[src/rtl/biu_pf.sv]
// Bus interface unit: instruction prefetch FIFO plus one data load/store, sharing a single bus.
// Bus strobes are decoded from state; fetch results land in the FIFO, data results are registered.
module biu_pf #(
    parameter int DW       = 32,
    parameter int AW       = 32,
    parameter int PF_DEPTH = 4,
    parameter int TIMEOUT  = 255
) (
    input  logic              clk,
    input  logic              rst,
    input  logic              pf_flush,
    input  logic [AW-1:0]     pf_pc,
    output logic [31:0]       ins,
    output logic              ins_vld,
    output logic [AW-1:0]     ins_pc,
    output logic              ins_fault,
    input  logic              ins_ack,
    input  logic              mem_req,
    input  logic              mem_we,
    input  logic [1:0]        mem_size,
    input  logic [AW-1:0]     mem_addr,
    input  logic [DW-1:0]     mem_wdata,
    output logic [DW-1:0]     mem_rdata,
    output logic              mem_done,
    output logic              mem_mis,
    output logic              mem_fault,
    output logic [AW-1:0]     bus_addr,
    output logic [DW-1:0]     bus_wdata,
    output logic [DW/8-1:0]   bus_be,
    output logic              bus_rd_n,
    output logic              bus_wr_n,
    input  logic [DW-1:0]     bus_rdata,
    input  logic              bus_rdy,
    input  logic              bus_acc_fault
);

    localparam int BW = DW / 8;
    localparam int OW = $clog2(BW);
    localparam int PW = $clog2(PF_DEPTH);
    localparam int CW = (TIMEOUT > 0) ? $clog2(TIMEOUT + 1) : 1;

    typedef enum logic [1:0] {IDLE, IFETCH, DACC, DRESP} state_t;

    state_t          state_q, state_d;
    logic [AW-1:0]   ptr_q, ptr_d;
    logic [AW-1:0]   fa_q, fa_d;
    logic            hold_q, hold_d;
    logic            discard_q, discard_d;
    logic [CW-1:0]   cnt_q, cnt_d;
    logic            done_prev_q, done_prev_d;
    logic [DW-1:0]   rdata_q, rdata_d;
    logic            mis_q, mis_d;
    logic            flt_q, flt_d;
    logic [PW-1:0]   rd_idx_q, rd_idx_d;
    logic [PW-1:0]   wr_idx_q, wr_idx_d;
    logic [PW:0]     count_q, count_d;

    logic [31:0]     fifo_ins_q [PF_DEPTH];
    logic [AW-1:0]   fifo_pc_q  [PF_DEPTH];
    logic            fifo_flt_q [PF_DEPTH];

    logic            full, empty, pop, push, push_flt;
    logic [31:0]     push_ins;
    logic [AW-1:0]   push_pc;
    logic [OW-1:0]   offset;
    logic            mis;
    logic [BW-1:0]   be_base;
    logic [DW-1:0]   rmask;
    logic [31:0]     fetch_word;
    logic            tmo, acc_end, acc_flt;

    assign full   = (count_q == (PW+1)'(PF_DEPTH));
    assign empty  = (count_q == '0);
    assign pop    = ins_ack && !empty && !pf_flush;
    assign offset = mem_addr[OW-1:0];

    assign fetch_word = 32'(bus_rdata >> ((DW == 64) ? {fa_q[2], 5'b0} : 6'd0));

    // Timeout only fires on a cycle the bus has not already answered.
    assign tmo     = (TIMEOUT != 0) && (cnt_q == CW'(TIMEOUT)) && !bus_rdy;
    assign acc_end = bus_rdy || bus_acc_fault || tmo;
    assign acc_flt = bus_acc_fault || tmo;

    always_comb begin
        mis     = 1'b0;
        be_base = BW'(8'hFF);
        rmask   = '1;
        case (mem_size)
            2'd0: begin be_base = BW'(8'h01); rmask = DW'(64'hFF); end
            2'd1: begin mis = mem_addr[0];      be_base = BW'(8'h03); rmask = DW'(64'hFFFF); end
            2'd2: begin mis = |mem_addr[1:0];   be_base = BW'(8'h0F); rmask = DW'(64'hFFFF_FFFF); end
            default: mis = |mem_addr[2:0];
        endcase
    end

    always_comb begin
        state_d     = state_q;
        ptr_d       = ptr_q;
        fa_d        = fa_q;
        hold_d      = hold_q;
        discard_d   = discard_q;
        cnt_d       = cnt_q;
        rdata_d     = rdata_q;
        mis_d       = mis_q;
        flt_d       = flt_q;
        done_prev_d = (state_q == DRESP);
        push        = 1'b0;
        push_flt    = 1'b0;
        push_ins    = '0;
        push_pc     = fa_q;
        bus_addr    = '0;
        bus_wdata   = '0;
        bus_be      = '0;
        bus_rd_n    = 1'b1;
        bus_wr_n    = 1'b1;
        mem_done    = 1'b0;

        case (state_q)
            IDLE: begin
                if (mem_req && !done_prev_q) begin
                    state_d = DACC;
                    cnt_d   = '0;
                end else if (!full && !hold_q && !pf_flush) begin
                    if (|ptr_q[1:0]) begin
                        push     = 1'b1;
                        push_flt = 1'b1;
                        push_pc  = ptr_q;
                        hold_d   = 1'b1;
                    end else begin
                        state_d = IFETCH;
                        fa_d    = ptr_q;
                        cnt_d   = '0;
                    end
                end
            end
            IFETCH: begin
                bus_addr = {fa_q[AW-1:2], 2'b00};
                bus_rd_n = 1'b0;
                bus_be   = '1;
                if (acc_end) begin
                    state_d   = IDLE;
                    discard_d = 1'b0;
                    if (!discard_q && !pf_flush) begin
                        push = 1'b1;
                        if (acc_flt) begin
                            push_flt = 1'b1;
                            hold_d   = 1'b1;
                        end else begin
                            push_ins = fetch_word;
                            ptr_d    = fa_q + AW'(4);
                        end
                    end
                end else begin
                    cnt_d = cnt_q + CW'(1);
                end
            end
            DACC: begin
                if (mis) begin
                    state_d = DRESP;
                    mis_d   = 1'b1;
                    flt_d   = 1'b0;
                end else begin
                    bus_addr = mem_addr;
                    bus_be   = be_base << offset;
                    if (mem_we) begin
                        bus_wr_n  = 1'b0;
                        bus_wdata = mem_wdata << {offset, 3'b000};
                    end else begin
                        bus_rd_n = 1'b0;
                    end
                    if (acc_end) begin
                        state_d = DRESP;
                        mis_d   = 1'b0;
                        flt_d   = acc_flt;
                        if (!mem_we && !acc_flt)
                            rdata_d = (bus_rdata >> {offset, 3'b000}) & rmask;
                    end else begin
                        cnt_d = cnt_q + CW'(1);
                    end
                end
            end
            default: begin
                mem_done = 1'b1;
                state_d  = IDLE;
            end
        endcase

        // A redirect wins over everything the fetch side decided this cycle.
        if (pf_flush) begin
            ptr_d  = pf_pc;
            hold_d = 1'b0;
            if (state_q == IFETCH && !acc_end)
                discard_d = 1'b1;
        end
    end

    always_comb begin
        rd_idx_d = rd_idx_q;
        wr_idx_d = wr_idx_q;
        count_d  = count_q;
        if (pf_flush) begin
            rd_idx_d = '0;
            wr_idx_d = '0;
            count_d  = '0;
        end else begin
            rd_idx_d = rd_idx_q + PW'(pop);
            wr_idx_d = wr_idx_q + PW'(push);
            count_d  = count_q + (PW+1)'(push) - (PW+1)'(pop);
        end
    end

    always_ff @(posedge clk or posedge rst) begin
        if (rst) begin
            state_q     <= IDLE;
            ptr_q       <= '0;
            fa_q        <= '0;
            hold_q      <= 1'b0;
            discard_q   <= 1'b0;
            cnt_q       <= '0;
            done_prev_q <= 1'b0;
            rdata_q     <= '0;
            mis_q       <= 1'b0;
            flt_q       <= 1'b0;
            rd_idx_q    <= '0;
            wr_idx_q    <= '0;
            count_q     <= '0;
        end else begin
            state_q     <= state_d;
            ptr_q       <= ptr_d;
            fa_q        <= fa_d;
            hold_q      <= hold_d;
            discard_q   <= discard_d;
            cnt_q       <= cnt_d;
            done_prev_q <= done_prev_d;
            rdata_q     <= rdata_d;
            mis_q       <= mis_d;
            flt_q       <= flt_d;
            rd_idx_q    <= rd_idx_d;
            wr_idx_q    <= wr_idx_d;
            count_q     <= count_d;
        end
    end

    always_ff @(posedge clk) begin
        if (push) begin
            fifo_ins_q[wr_idx_q] <= push_ins;
            fifo_pc_q[wr_idx_q]  <= push_pc;
            fifo_flt_q[wr_idx_q] <= push_flt;
        end
    end

    assign ins_vld   = !empty;
    assign ins       = ins_vld ? fifo_ins_q[rd_idx_q] : '0;
    assign ins_pc    = ins_vld ? fifo_pc_q[rd_idx_q]  : '0;
    assign ins_fault = ins_vld && fifo_flt_q[rd_idx_q];
    assign mem_rdata = rdata_q;
    assign mem_mis   = mem_done && mis_q;
    assign mem_fault = mem_done && flt_q;

endmodule

[config.mk]
export PLATFORM = sky130hd
export DESIGN_NAME = biu_pf
export DESIGN_NICKNAME = d
export VERILOG_FILES = /design/src/rtl/biu_pf.sv
export SDC_FILE = /design/constraint.sdc
export NUM_CORES = 1
export LEC_CHECK = 0
export CORE_UTILIZATION = 54
export CTS_CLUSTER_DIAMETER = 50
export DETAILED_ROUTE_END_ITERATION = 7
export GPL_TIMING_DRIVEN = 1
export PLACE_DENSITY = 0.82
export SYNTH_ARGS = -nofsm -noshare
export SYNTH_HDL_FRONTEND = slang
export SYNTH_SLANG_ARGS = --single-unit
[constraint.sdc]
create_clock -name clk -period 15.21 [get_ports clk]
set_input_delay 2.2815 -clock clk [delete_from_list [all_inputs] [get_ports clk]]
set_output_delay 2.2815 -clock clk [all_outputs]
set_load 0.005 [all_outputs]
==> run_results.csv <==
group,metric,value,unit
clock_network,clock_path_buffers,3,
synthesis,avgSynthCellArea,14.0,µm²
pwr,power_density,158,nW/µm²
finish,final_common_cell,"clkdlybuf4s50_1",
finish,post_route_cells_drive_above_1_share,0.152,
detailed_routing,vias,11800,
pwr,ir_drop,0.0707,mV
die,die_x,182,µm
synthesis,yosysWarnings,0,
critical_path,cp_max_fo,18,
critical_path,crit_type,"in -> out",
synthesis,syn_inst,1245,
detailed_routing,drt-vias-per-instance,6.02,
die,core,31600,µm²
die,die-area,33000,µm²
timing,clock.fmax,137,MHz
placement,place.gp.congestion,0.880,
finish,finalNonFillerCells,1966,
status,status,"completed",
synthesis,synth_cell_types,54,
finish,syn_to_final_growth,27.2,%
clock_network,path_clk_slew,0.06,ns
finish,final_cell_mix,"clkdlybuf4s50_1 (305), edfxtp_1 (260), dfrtp_1 (116), and2_1 (110), nand2_1 (91)",
pwr,netSwitchingPower,1.04,mW
clock_network,cts.repair.resized,0,
grt,antenna_found_initial,3,
placement,dp.cells,1889,
grt,track_usage,0.274,
clock_network,h-tree-depth,2,
timing,rsz0062_at_grt,"no",
die,initial_core_util,0.551,
timing,setup_violations,0,
critical_path,worstPathArrival,5.00,ns
synthesis,async_reset_ff_frac,0.312,
synthesis,synth-edff-count,260,
finish,seqCellArea,10800,µm²
timing,relSlewSlack,0.171,
detailed_routing,first_iter_violations,1032,
clock_network,numCtsBuffers,40,
critical_path,reg2reg_from,"state_q[0]$_DFFE_PP0P_",
job,max_cap_violations,0,
pwr,p_int,2.46,mW
timing,hold_viol,0,
detailed_routing,drtPass1Iterations,5,
critical_path,crit_path_end_kind,"output pin",
clock_network,clock_latency,0.53,ns
worst_hold_path,min-delay-start,"mem_rdata[13]$_DFFE_PP0P_",
timing,fin_crit,7.28,ns
timing,timing.final.ws_setup,7.93,ns
grt,grt_pass1_vias,12200,
timing,worst_pin_slew,1.23,ns
placement,dp_hpwl,29700,µm
clock_network,clock-root-buffer,"clkbuf_16",
finish,final_nets,1678,
timing,finClkSkew,0.0206,ns
synthesis,synthFlopType,"edfxtp_1",
pwr,p_leak,7.87,nW
placement,preCtsSetupSlack,7.90,ns
timing,finalMaxSlewViolations,0,
clock_network,cts-hold-fix-buffers,0,
synthesis,yosysSeqAreaShare,0.618,
critical_path,required,12.93,ns
die,rows,65,
pwr,clkPwrFrac,0.271,
timing,finalSetupTns,0,ns
die,die_y,182,µm
detailed_routing,drc_errors,0,
synthesis,synth_seq_cells,378,
pwr,power.share.sequential,0.416,
synthesis,syn-num-nets,1394,
pwr,swShare,0.298,
grt,grt_max_degree,76,
clock_network,postCtsSetupBuffers,0,
detailed_routing,routed_wl,44500,µm
clock_network,clock_sinks,378,
finish,fillers,2097,
detailed_routing,antenna_left,0,
critical_path,startpoint,"mem_size[0]",
timing,fin_crit_sh,0.479,
detailed_routing,routedWlPerCell,22.6,µm
synthesis,syn_area,17400,µm²
pwr,combPwrFrac,0.313,
placement,io_buffer_count,308,
die,ios,309,
worst_hold_path,hold_class,"reg -> reg",
grt,grt_overflow,0,
critical_path,startpoint_type,"input port",
grt,grt_pass1_wl,69000,µm
finish,multi_input_area,6320,µm²
clock_network,tritoncts,"done",
synth_stat cells, types with 4 or more instances:
library cell,count,area share
mux2i_1,38,0.022
nor3b_1,8,0.0034
inv_1,11,0.0024
nor4_1,4,0.0014
dfrtp_1,118,0.17
nor2_1,59,0.013
buf_1,11,0.0024
o21ai_0,31,0.0089
o31ai_1,11,0.0047
nor2b_1,23,0.0083
nand4_1,10,0.0036
nand2b_1,4,0.0014
a211oi_1,25,0.011
ha_1,10,0.0072
or4_1,4,0.0017
nand2_1,91,0.020
nor3_1,5,0.0014
and2_1,110,0.040
mux4_2,65,0.084
xor2_1,23,0.012
a22o_1,41,0.021
a21oi_1,47,0.014
o221ai_1,16,0.0080
mux2_2,69,0.045
xnor2_1,7,0.0035
buf_2,11,0.0032
clkbuf_1,63,0.014
and3_1,7,0.0025
edfxtp_1,260,0.45
nand3_1,24,0.0069
layer usage:
| layer | part of all wire | GRT usage | routed length [µm] |
|---|---|---|---|
| met4 | 0.038 | 0.118 | 1710 |
| met1 | 0.40 | 0.364 | 18000 |
| met3 | 0.066 | 0.0427 | 2920 |
| met2 | 0.49 | 0.450 | 21900 |
| met5 | 0 | 0 | 0 |
worst max-delay path: stages:
cell and delay [ns]:
clkdlybuf4s50_1 0.48, o21ai_1 0.28, o2111ai_1 0.15, buf_4 0.23
or2_2 0.38, nor2_1 0.47, and2_1 0.21, clkdlybuf4s50_1 0.51
registers in the layout, indices dropped and copies added, names as in the netlist, 2 cells and up, named ones only:
signal and flops:
wr_idx_q 2, fifo_flt_q 4, fa_q 32, rd_idx_q 2
count_q 3, fifo_ins_q 128, fifo_pc_q 128, ptr_q 32
cnt_q 8, state_q 2, mem_rdata 32
cell type report:
type	instances	area share
Clock buffer	52	0.0495
Clock inverter	22	0.00859
Multi-Input combinational cell	770	0.286
Timing Repair Buffer	328	0.145
Inverter	11	0.00198
Sequential cell	378	0.486
Antenna cell	3	0.000339
Tap cell	402	0.0227
metrics by stage:
stage	hold WS [ns]	instance area [µm²]	power, mW	utilization
after floorplan	0.442	17400	2.00	-
after global placement	0.459	20900	2.53	0.659
after detailed placement	0.471	20900	2.56	0.659
after CTS	0.486	22100	3.52	0.700
after global routing	0.509	22200	3.65	0.700
final	0.488	22200	3.50	0.700
cell families (layout without fill, tap and decap cells):
group / count (synthesis) / in the layout / share of synthesized area
compound gates: 190 / 190 / 0.0749
xor+xnor: 30 / 30 / 0.0151
fa+ha+maj: 11 / 11 / 0.00833
buf+inv: 97 / 413 / 0.0218
flops: 378 / 378 / 0.618
mux: 172 / 172 / 0.150
other cells: 0 / 3 / 0
simple gates: 367 / 367 / 0.112
final timing paths:
| kind | depth (start not counted) | to | slack [ns] |
|---|---|---|---|
| max in group asynchronous | 3 | rd_idx_q[0]$_DFF_PP0_ | 11.52 |
| worst min register to register | 2 | mem_rdata[13]$_DFFE_PP0P_ | 0.49 |
| worst max-delay path | 8 | bus_wdata[7] | 7.93 |
| worst max register to register | 9 | fifo_ins_q[1][1]$_DFFE_PP_ | 10.59 |
| worst min-delay path | 2 | mem_rdata[13]$_DFFE_PP0P_ | 0.49 |
| min in group asynchronous | 2 | mem_rdata[20]$_DFFE_PP0P_ | 2.18 |
power groups by stage:
stage	clock network [mW]	logic, mW	registers (mW)
floorplan	0	0.588	1.41
global placement	0	1.07	1.46
detailed placement	0	1.09	1.47
CTS	0.961	1.10	1.45
global route	1.00	1.18	1.47
finish	0.948	1.09	1.45
Power figures use the tool's default switching activity.
